[src/rtl/wl_afifo_pkg.sv]
// wl_afifo_pkg: shared helpers for the wl async FIFO family.
//   ptr_w    - pointer width rule: one extra wrap bit above the RAM address.
//   bin2gray - binary to reflected gray, for any width up to MaxPtrW.
//   gray2bin - gray to binary, for any width up to MaxPtrW.
// Narrower values are passed zero-extended. The zero upper bits leave both
// conversions unchanged, so one function body serves every pointer width.
package wl_afifo_pkg;

  localparam int unsigned MaxPtrW = 32;

  function automatic int unsigned ptr_w(input int unsigned aw);
    return aw + 1;
  endfunction

  function automatic logic [MaxPtrW-1:0] bin2gray(input logic [MaxPtrW-1:0] bin);
    return bin ^ (bin >> 1);
  endfunction

  function automatic logic [MaxPtrW-1:0] gray2bin(input logic [MaxPtrW-1:0] gray);
    logic [MaxPtrW-1:0] bin;
    bin[MaxPtrW-1] = gray[MaxPtrW-1];
    for (int i = MaxPtrW - 2; i >= 0; i--) begin
      bin[i] = bin[i+1] ^ gray[i];
    end
    return bin;
  endfunction

endpackage

[src/rtl/wl_gray2bin.sv]
// wl_gray2bin: combinational gray-to-binary converter, shared by both
// pointer controllers of the wl async FIFO.
// Ports:
//   gray  input  W  gray-coded value
//   bin   output W  binary value; bit i is the XOR of gray bits i..W-1
module wl_gray2bin #(
  parameter int unsigned W = 4
) (
  input  logic [W-1:0] gray,
  output logic [W-1:0] bin
);

  // Resolve MSB first so each bit folds in the already-converted bit above it.
  always_comb begin
    bin = '0;
    bin[W-1] = gray[W-1];
    for (int i = int'(W) - 2; i >= 0; i--) begin
      bin[i] = bin[i+1] ^ gray[i];
    end
  end

endmodule

[src/rtl/wl_afifo_rctrl.sv]
// wl_afifo_rctrl: read-domain controller of the wl async FIFO.
// Owns the read pointer (binary, gray, RAM address) and produces registered
// empty, almost-empty, fill level and a sticky underflow flag from the
// rclk-synchronised gray write pointer.
// Optional feature: define WL_AFIFO_AREMPTY_HYST_EN to give arempty a
// deassert hysteresis of ae_hyst above the threshold.
// Ports:
//   rclk, rrst_b   read clock, asynchronous active-low reset
//   rclr           synchronous clear: pointers hold, flags forced, underflow cleared
//   rd_en          read request
//   r2_gray_wptr   synchronised gray write pointer
//   ae_thresh/_vld runtime almost-empty threshold and its select (else TB_DEF)
//   ae_hyst        deassert hysteresis (macro builds only)
//   rd_ok          read accepted this cycle (combinational)
//   raddr          RAM read address
//   bin_rptr       binary read pointer
//   gray_rptr      gray read pointer, to the wclk synchroniser
//   rempty/arempty registered empty / almost-empty
//   rlevel         registered fill level, not saturated
//   underflow      sticky read-while-empty error
module wl_afifo_rctrl
  import wl_afifo_pkg::*;
#(
  parameter int unsigned AW     = 3,
  parameter int unsigned TB_DEF = 2
) (
  input  logic                rclk,
  input  logic                rrst_b,
  input  logic                rclr,
  input  logic                rd_en,
  input  logic [ptr_w(AW)-1:0] r2_gray_wptr,
  input  logic [ptr_w(AW)-1:0] ae_thresh,
  input  logic                ae_thresh_vld,
  input  logic [ptr_w(AW)-1:0] ae_hyst,
  output logic                rd_ok,
  output logic [AW-1:0]       raddr,
  output logic [ptr_w(AW)-1:0] bin_rptr,
  output logic [ptr_w(AW)-1:0] gray_rptr,
  output logic                rempty,
  output logic                arempty,
  output logic [ptr_w(AW)-1:0] rlevel,
  output logic                underflow
);

  localparam int unsigned PW = ptr_w(AW);

  logic [PW-1:0] r2_bin_wptr;
  logic [PW-1:0] bin_rptr_nxt;
  logic [PW-1:0] gray_rptr_nxt;
  logic [PW-1:0] rlevel_nxt;
  logic [PW-1:0] thr;
  logic          rempty_nxt;
  logic          arempty_nxt;

  wl_gray2bin #(
    .W (PW)
  ) u_wptr_g2b (
    .gray (r2_gray_wptr),
    .bin  (r2_bin_wptr)
  );

  assign rd_ok = rd_en & ~rempty & ~rclr;
  assign raddr = bin_rptr[AW-1:0];

  assign bin_rptr_nxt  = bin_rptr + {{AW{1'b0}}, rd_ok};
  assign gray_rptr_nxt = PW'(bin2gray(MaxPtrW'(bin_rptr_nxt)));
  // Modulo subtraction; a corrupt synchroniser may yield > 2**AW, left as is.
  assign rlevel_nxt    = r2_bin_wptr - bin_rptr_nxt;
  // Evaluated on the next pointer so the last read empties with no bubble.
  assign rempty_nxt    = (gray_rptr_nxt == r2_gray_wptr);
  assign thr           = ae_thresh_vld ? ae_thresh : PW'(TB_DEF);

`ifdef WL_AFIFO_AREMPTY_HYST_EN
  logic [PW:0] thr_hi;

  // One extra bit so thr + ae_hyst cannot wrap.
  assign thr_hi = {1'b0, thr} + {1'b0, ae_hyst};

  always_comb begin
    arempty_nxt = 1'b0;
    if (rclr || rempty_nxt || (rlevel_nxt <= thr)) begin
      arempty_nxt = 1'b1;
    end else if (arempty && ({1'b0, rlevel_nxt} <= thr_hi)) begin
      arempty_nxt = 1'b1;
    end
  end
`else
  logic unused_ae_hyst;

  assign unused_ae_hyst = ^ae_hyst;

  always_comb begin
    arempty_nxt = rclr | (rlevel_nxt <= thr);
  end
`endif

  always_ff @(posedge rclk or negedge rrst_b) begin
    if (!rrst_b) begin
      bin_rptr  <= '0;
      gray_rptr <= '0;
      rempty    <= 1'b1;
      arempty   <= 1'b1;
      rlevel    <= '0;
      underflow <= 1'b0;
    end else begin
      // rd_ok is low under rclr, so the pointers hold without a separate term.
      bin_rptr  <= bin_rptr_nxt;
      gray_rptr <= gray_rptr_nxt;
      rlevel    <= rlevel_nxt;
      rempty    <= rclr | rempty_nxt;
      arempty   <= arempty_nxt;
      underflow <= rclr ? 1'b0 : (underflow | (rd_en & rempty));
    end
  end

endmodule

[config.mk]
export PLATFORM = sky130hd
export DESIGN_NAME = wl_afifo_rctrl
export DESIGN_NICKNAME = d
export VERILOG_FILES = /design/src/rtl/wl_afifo_pkg.sv /design/src/rtl/wl_gray2bin.sv /design/src/rtl/wl_afifo_rctrl.sv
export SDC_FILE = /design/constraint.sdc
export NUM_CORES = 1
export LEC_CHECK = 0
export CORE_UTILIZATION = 40
export DETAILED_ROUTE_END_ITERATION = 12
export PLACE_DENSITY = 0.76
export SYNTH_ARGS = -nofsm -noshare
export SYNTH_HDL_FRONTEND = slang
export SYNTH_SLANG_ARGS = --single-unit
[constraint.sdc]
create_clock -name rclk -period 3.2 [get_ports rclk]
set_clock_uncertainty 0.2 [all_clocks]
set_input_delay 0.64 -clock rclk [delete_from_list [all_inputs] [get_ports rclk]]
set_output_delay 0.64 -clock rclk [all_outputs]
set_load 0.02 [all_outputs]
## Yosys cells after proc, flatten, opt, wreduce, memory -nomap -nowiden

Cells that the tools add are included.

- Bits in registers: 15
- Bits in latches: 0
- RAM bits: 0
- Bits in read-only memories: 0
- Input bits: 17
- Output and inout bits: 19
- Logic and storage cells: 24
- Memories kept: 0

- Add/subtract/negate cells: 2
- Multiply operators: 0
- Divide/modulo/power cells: 0
- Magnitude comparators: 1
- Equality and inequality tests: 1
- Shift operators: 0
- Mux-type cells: 2
- Bitwise gates (word level): 12
- Reductions and logical operators: 0

Operators with widths:

| cell | number |
|---|---|
| $add A4 B1 Y4 | 1 |
| $eq A4 B4 Y1 | 1 |
| $le A4 B4 Y1 | 1 |
| $mux W4 | 1 |
| $sub A4 B4 Y4 | 1 |
| $xor A4 B3 Y4 | 1 |
| $and A1 B1 Y1 | 3 |
| $or A1 B1 Y1 | 3 |
| $xor A1 B1 Y1 | 3 |
| $not A1 Y1 | 2 |
| $mux W1 | 1 |

## Logic depth before layout (Yosys ltp)

Gate-level depths: netlist of the first run.

- Word-level depth: 7
- Mapped depth: 12
- Gate-level depth less buffers: 12

## Modules after synthesis

A second synthesis of the first run with hierarchy kept.

- Cells, all modules: 75
- Area total of the unflattened synthesis: 880.8 sq um

By module, submodules not included:

| module | times used | cells an instance | area an instance (sq um) | seq. area each (sq um) |
|---|---|---|---|---|
| wl_afifo_rctrl | 1 | 70 | 830.8 | 352.8 |
| wl_gray2bin | 1 | 5 | 50.0 | 0.0 |

## Least setup slack after synthesis of the first run

No wires, ideal clock.

- Path kind: input port to flip-flop
- Start point: input rclr
- End point: register arempty
- Setup time: 0.088 ns
- Arrival: 3.323 ns
- Required time: 2.912 ns
- Slack: -0.410 ns
- Stages on the path: 11
- Path buffers: 0
- Path through: nor3b_1 > ha_1 > ha_1 > xnor2_2 > ha_1 > nor2b_1 > a221oi_2 > xnor2_1 > ha_1 > a41oi_1 > o21ai_0

- Longest elaborated chain between the ends: 6

RTL lines:

| element | line | source |
|---|---|---|
| start, declared | wl_afifo_rctrl.sv:29 | `input logic rclr,` |
| $not A1 Y1 | wl_afifo_rctrl.sv:62 | `assign rd_ok = rd_en & ~rempty & ~rclr;` |
| $and A1 B1 Y1 | wl_afifo_rctrl.sv:62 |  |
| $add A4 B1 Y4 | wl_afifo_rctrl.sv:65 | `assign bin_rptr_nxt = bin_rptr + {{AW{1'b0}}, rd_ok};` |
| $sub A4 B4 Y4 | wl_afifo_rctrl.sv:68 | `assign rlevel_nxt = r2_bin_wptr - bin_rptr_nxt;` |
| net rlevel_nxt[3] | wl_afifo_rctrl.sv:50 | `logic [PW-1:0] rlevel_nxt;` |
| $le A4 B4 Y1 | wl_afifo_rctrl.sv:93 | `arempty_nxt = rclr \| (rlevel_nxt <= thr);` |
| $or A1 B1 Y1 | wl_afifo_rctrl.sv:93 |  |
| net arempty_nxt | wl_afifo_rctrl.sv:53 | `logic arempty_nxt;` |
| end signal, assigned | wl_afifo_rctrl.sv:111 | `arempty <= arempty_nxt;` |
| end, declared | wl_afifo_rctrl.sv:40 | `output logic arempty,` |

The timed path passes the listed nets, and every way through them passes these cells.

## Worst setup path in the final report of the first run

- Start point: input r2_gray_wptr[2]
- End point: register arempty

- Longest elaborated chain between the ends: 6

RTL lines:

| element | line | source |
|---|---|---|
| start, declared | wl_afifo_rctrl.sv:31 | `input logic [ptr_w(AW)-1:0] r2_gray_wptr,` |
| $xor A1 B1 Y1 * | wl_gray2bin.sv:18 | `bin[i] = bin[i+1] ^ gray[i];` |
| $xor A1 B1 Y1 (2 in series) | wl_gray2bin.sv:18 |  |
| $sub A4 B4 Y4 * | wl_afifo_rctrl.sv:68 |  |
| net rlevel_nxt[3] | wl_afifo_rctrl.sv:50 |  |
| $le A4 B4 Y1 * | wl_afifo_rctrl.sv:93 |  |
| $or A1 B1 Y1 * | wl_afifo_rctrl.sv:93 |  |
| net arempty_nxt | wl_afifo_rctrl.sv:53 |  |

The timed path passes the listed nets; every way through them passes the cells marked *.

==> results.cfg, run 1 <==
[timing]
maxSlewViolCount = 0
rsz0062_at_grt = no
worstMarginPinSlew_ns = 0.6044
fmax_ghz = 0.3315
relSlewSlack = 0.5958
finalSetupViolCount = 0
finalHoldViolations = 0
fin_crit_sh = 0.9428
period_needed_ns = 3.017
fin_ws_ns = 0.1830

[synth]
synth_area_per_cell_um2 = 11.52
synth_nets = 99
ys_seq_area_frac = 0.4196
ys_ff_latch = 14
syn_area_um2 = 840.8
synthCells = 73
synth_largest_area_cell = dfrtp_1
synth_cell_types = 26
synth_warnings = 0
netlist.area_leader.share = 0.3571
yosys-top-cells-area = dfrtp_1 (36%), ha_1 (13%), xnor2_1 (9.4%)

[die]
fp.coreArea_mm2 = 0.001962
initial_core_util = 0.4286
die-area_mm2 = 0.002289
die_h_um = 47.85
io_pins = 36
fp.dieW_um = 47.85
fp-row-count = 16

[setup_path]
path_class = in2reg
cp_slowest_cell = ha_1
end_kind = flip-flop
startpoint = r2_gray_wptr[2]
path_max_fanout = 4
path_buf_inv = 1
worstPathRequired_ns = 3.20
cp_top_family = XOR/XNOR gates
cp_slowest_stage_delay_ns = 0.29
reg2reg_from = rempty
crit_arrival_ns = 3.02
worstSetupStartpointType = primary input
path_cells = dlygate4sd2_1, xor2_2, xnor2_2, xor2_1, ha_2, a21oi_1, mux2_2, a221oi_2, xnor2_1, ha_1, a41oi_2, o21ai_2

[final_layout]
multi_input_area_um2 = 509.2
layout_common_cells = clkdlybuf4s50_1 (27), buf_4 (21), dfrtp_1 (12)
seqCellArea_um2 = 352.8
design_area_mm2 = 0.001410
area_growth_pct = 67.71
utilization = 0.7188
fillCellCount = 147
final_common_cell = clkdlybuf4s50_1
nNetsFinal = 151
num_antenna_cells = 0
layout-drive-gt1-share = 0.3145

[detailed_routing]
vias_per_cell = 4.642
initialDrtViolationCount = 3
firstDrtPassIters = 2
routedWlPerCell_um = 12.32
drc = 0
detail-route-antenna-nets = 0
vias = 701
drt_wl_total_mm = 1.861

[clocking]
clkLatencyLatePin_ns = 0.27
cts.reportedPaths.clkPinSlew_ns = 0.08
max-clock-path-buffers = 2
cts_hold_buf = 0
cts_sinks = 14
cts_made_buffers = 3
htreeDepth = 1
clk_root_buffer_cell = clkbuf_4
tritoncts = done

[min_path]
min_path_type = reg2reg
min_from = underflow

[placement]
numPortBuffers = 31
dp_slack_ns = -0.4960
dp_hpwl_mm = 1.480
place_congestion = 0.7747
placed_area_mm2 = 0.001304

[flow_run]
maxCapViolCount = 0

[power_and_ir_drop]
pwr_density_cell_mw_per_mm2 = 1096
leakage_nw = 0.6201
peakVddDrop_uv = 730.6

[outcome]
status = completed

[grt]
grt_overflow = 0
grt_pass1_wl_mm = 2.766
grt_usage = 0.1827
antenna_found_initial = 0
grt_start_max_net_pins = 15
grt_pass1_vias = 642
through the flow:
step,cells,power [mW],TNS [ns],hold WS (ns)
after floorplan,73,0.8981,0,0.1444
after global placement,143,1.295,-0.4253,0.2876
after detailed placement,143,1.317,-0.4960,0.2892
after CTS,150,1.510,0,0.3110
after global routing,151,1.664,0,0.3917
final,151,1.545,0,0.3058
area by class of cell:
cell class | instances | share of cell area
inverter | 4 | 0.01065
sequential | 14 | 0.2502
clock buffer | 4 | 0.02573
timing repair buffer | 52 | 0.3283
multi-input combinational | 50 | 0.3611
tap | 27 | 0.02396
synth_stat cells:
cell type and instances:
a21boi_0 1, a21oi_1 2, a221oi_2 1, a31o_1 1
a41oi_1 1, and2_1 2, buf_2 1, buf_4 4
dfrtp_1 12, dfstp_2 2, ha_1 9, inv_1 4
mux2_1 1, mux2_2 1, nand2_1 2, nand3_1 1
nor2_1 2, nor2b_1 4, nor3b_1 1, o21a_1 2
o21ai_0 2, o21bai_1 1, xnor2_1 9, xnor2_2 1
xor2_1 5, xor2_2 1
sequential cells by signal (all words and copies together) (netlist names):
| signal | count |
|---|---|
| bin_rptr | 4 |
| rlevel | 4 |
| gray_rptr | 3 |
| arempty | 1 |
| rempty | 1 |
| underflow | 1 |
where the power goes:
group	internal [mW]	switching, mW	total, mW
clock	0.0691	0.0527	0.122
combinational	0.610	0.486	1.10
sequential	0.270	0.0579	0.328
cells by family (layout without fill, tap and decap cells):
logic type | Yosys count | after routing | synth area share
XOR/XNOR | 16 | 16 | 0.1845
flip-flops | 14 | 14 | 0.4196
AND/OR/NAND/NOR | 12 | 12 | 0.07738
AO/OA/AOI/OAI | 11 | 11 | 0.09822
adder cells (fa/ha/maj) | 9 | 9 | 0.1339
buffers and inverters | 9 | 60 | 0.05951
multiplexers | 2 | 2 | 0.02678
routing by layer:
metal / vias to the layer above / wire [um] / track usage
met5: - / 0 / 0
met4: 0 / 29 / 0.08333
met3: 2 / 56 / 0.02264
met2: 16 / 992 / 0.3297
met1: 336 / 783 / 0.2128
li1: 347 / - / -
worst min-delay path: stages (launching register included):
cell,delay [ns]
dfrtp_1,0.35
a21oi_1,0.04
nor2_1,0.08
timing repair:
action	4_1_cts	5_1_grt
pin swaps	7	9
endpoints found under the setup margin	1	1
setup buffers	3	1
resized for setup	9	2
worst paths after layout:
| kind | end | slack [ns] | cells past startpoint |
|---|---|---|---|
| min in group asynchronous | gray_rptr[0] | 0.55 | 1 |
| setup / recovery | arempty | 0.18 | 12 |
| hold reg to reg | underflow | 0.31 | 2 |
| max in group asynchronous | bin_rptr[0] | 1.86 | 1 |
| setup reg to reg | arempty | 0.39 | 11 |
| hold / removal | underflow | 0.31 | 2 |
Power figures use the tool's default switching activity.
==> inputs of run 2 (changes only) <==
GPL_ROUTABILITY_DRIVEN = 1   (was not set)
==> results of run 2 <==
No change in the layout: final DEF, timing and power equal those of run 1.
==> inputs of run 3 (changes only) <==
MAX_ROUTING_LAYER = met4   (was not set)
==> results of run 3 <==
No change in the layout: final DEF, timing and power equal those of run 1.
Among the figures that moved: final weighted congestion in routability-driven placement 0.7747 -> 0.7852; overall routing resource usage 0.1827 -> 0.1885
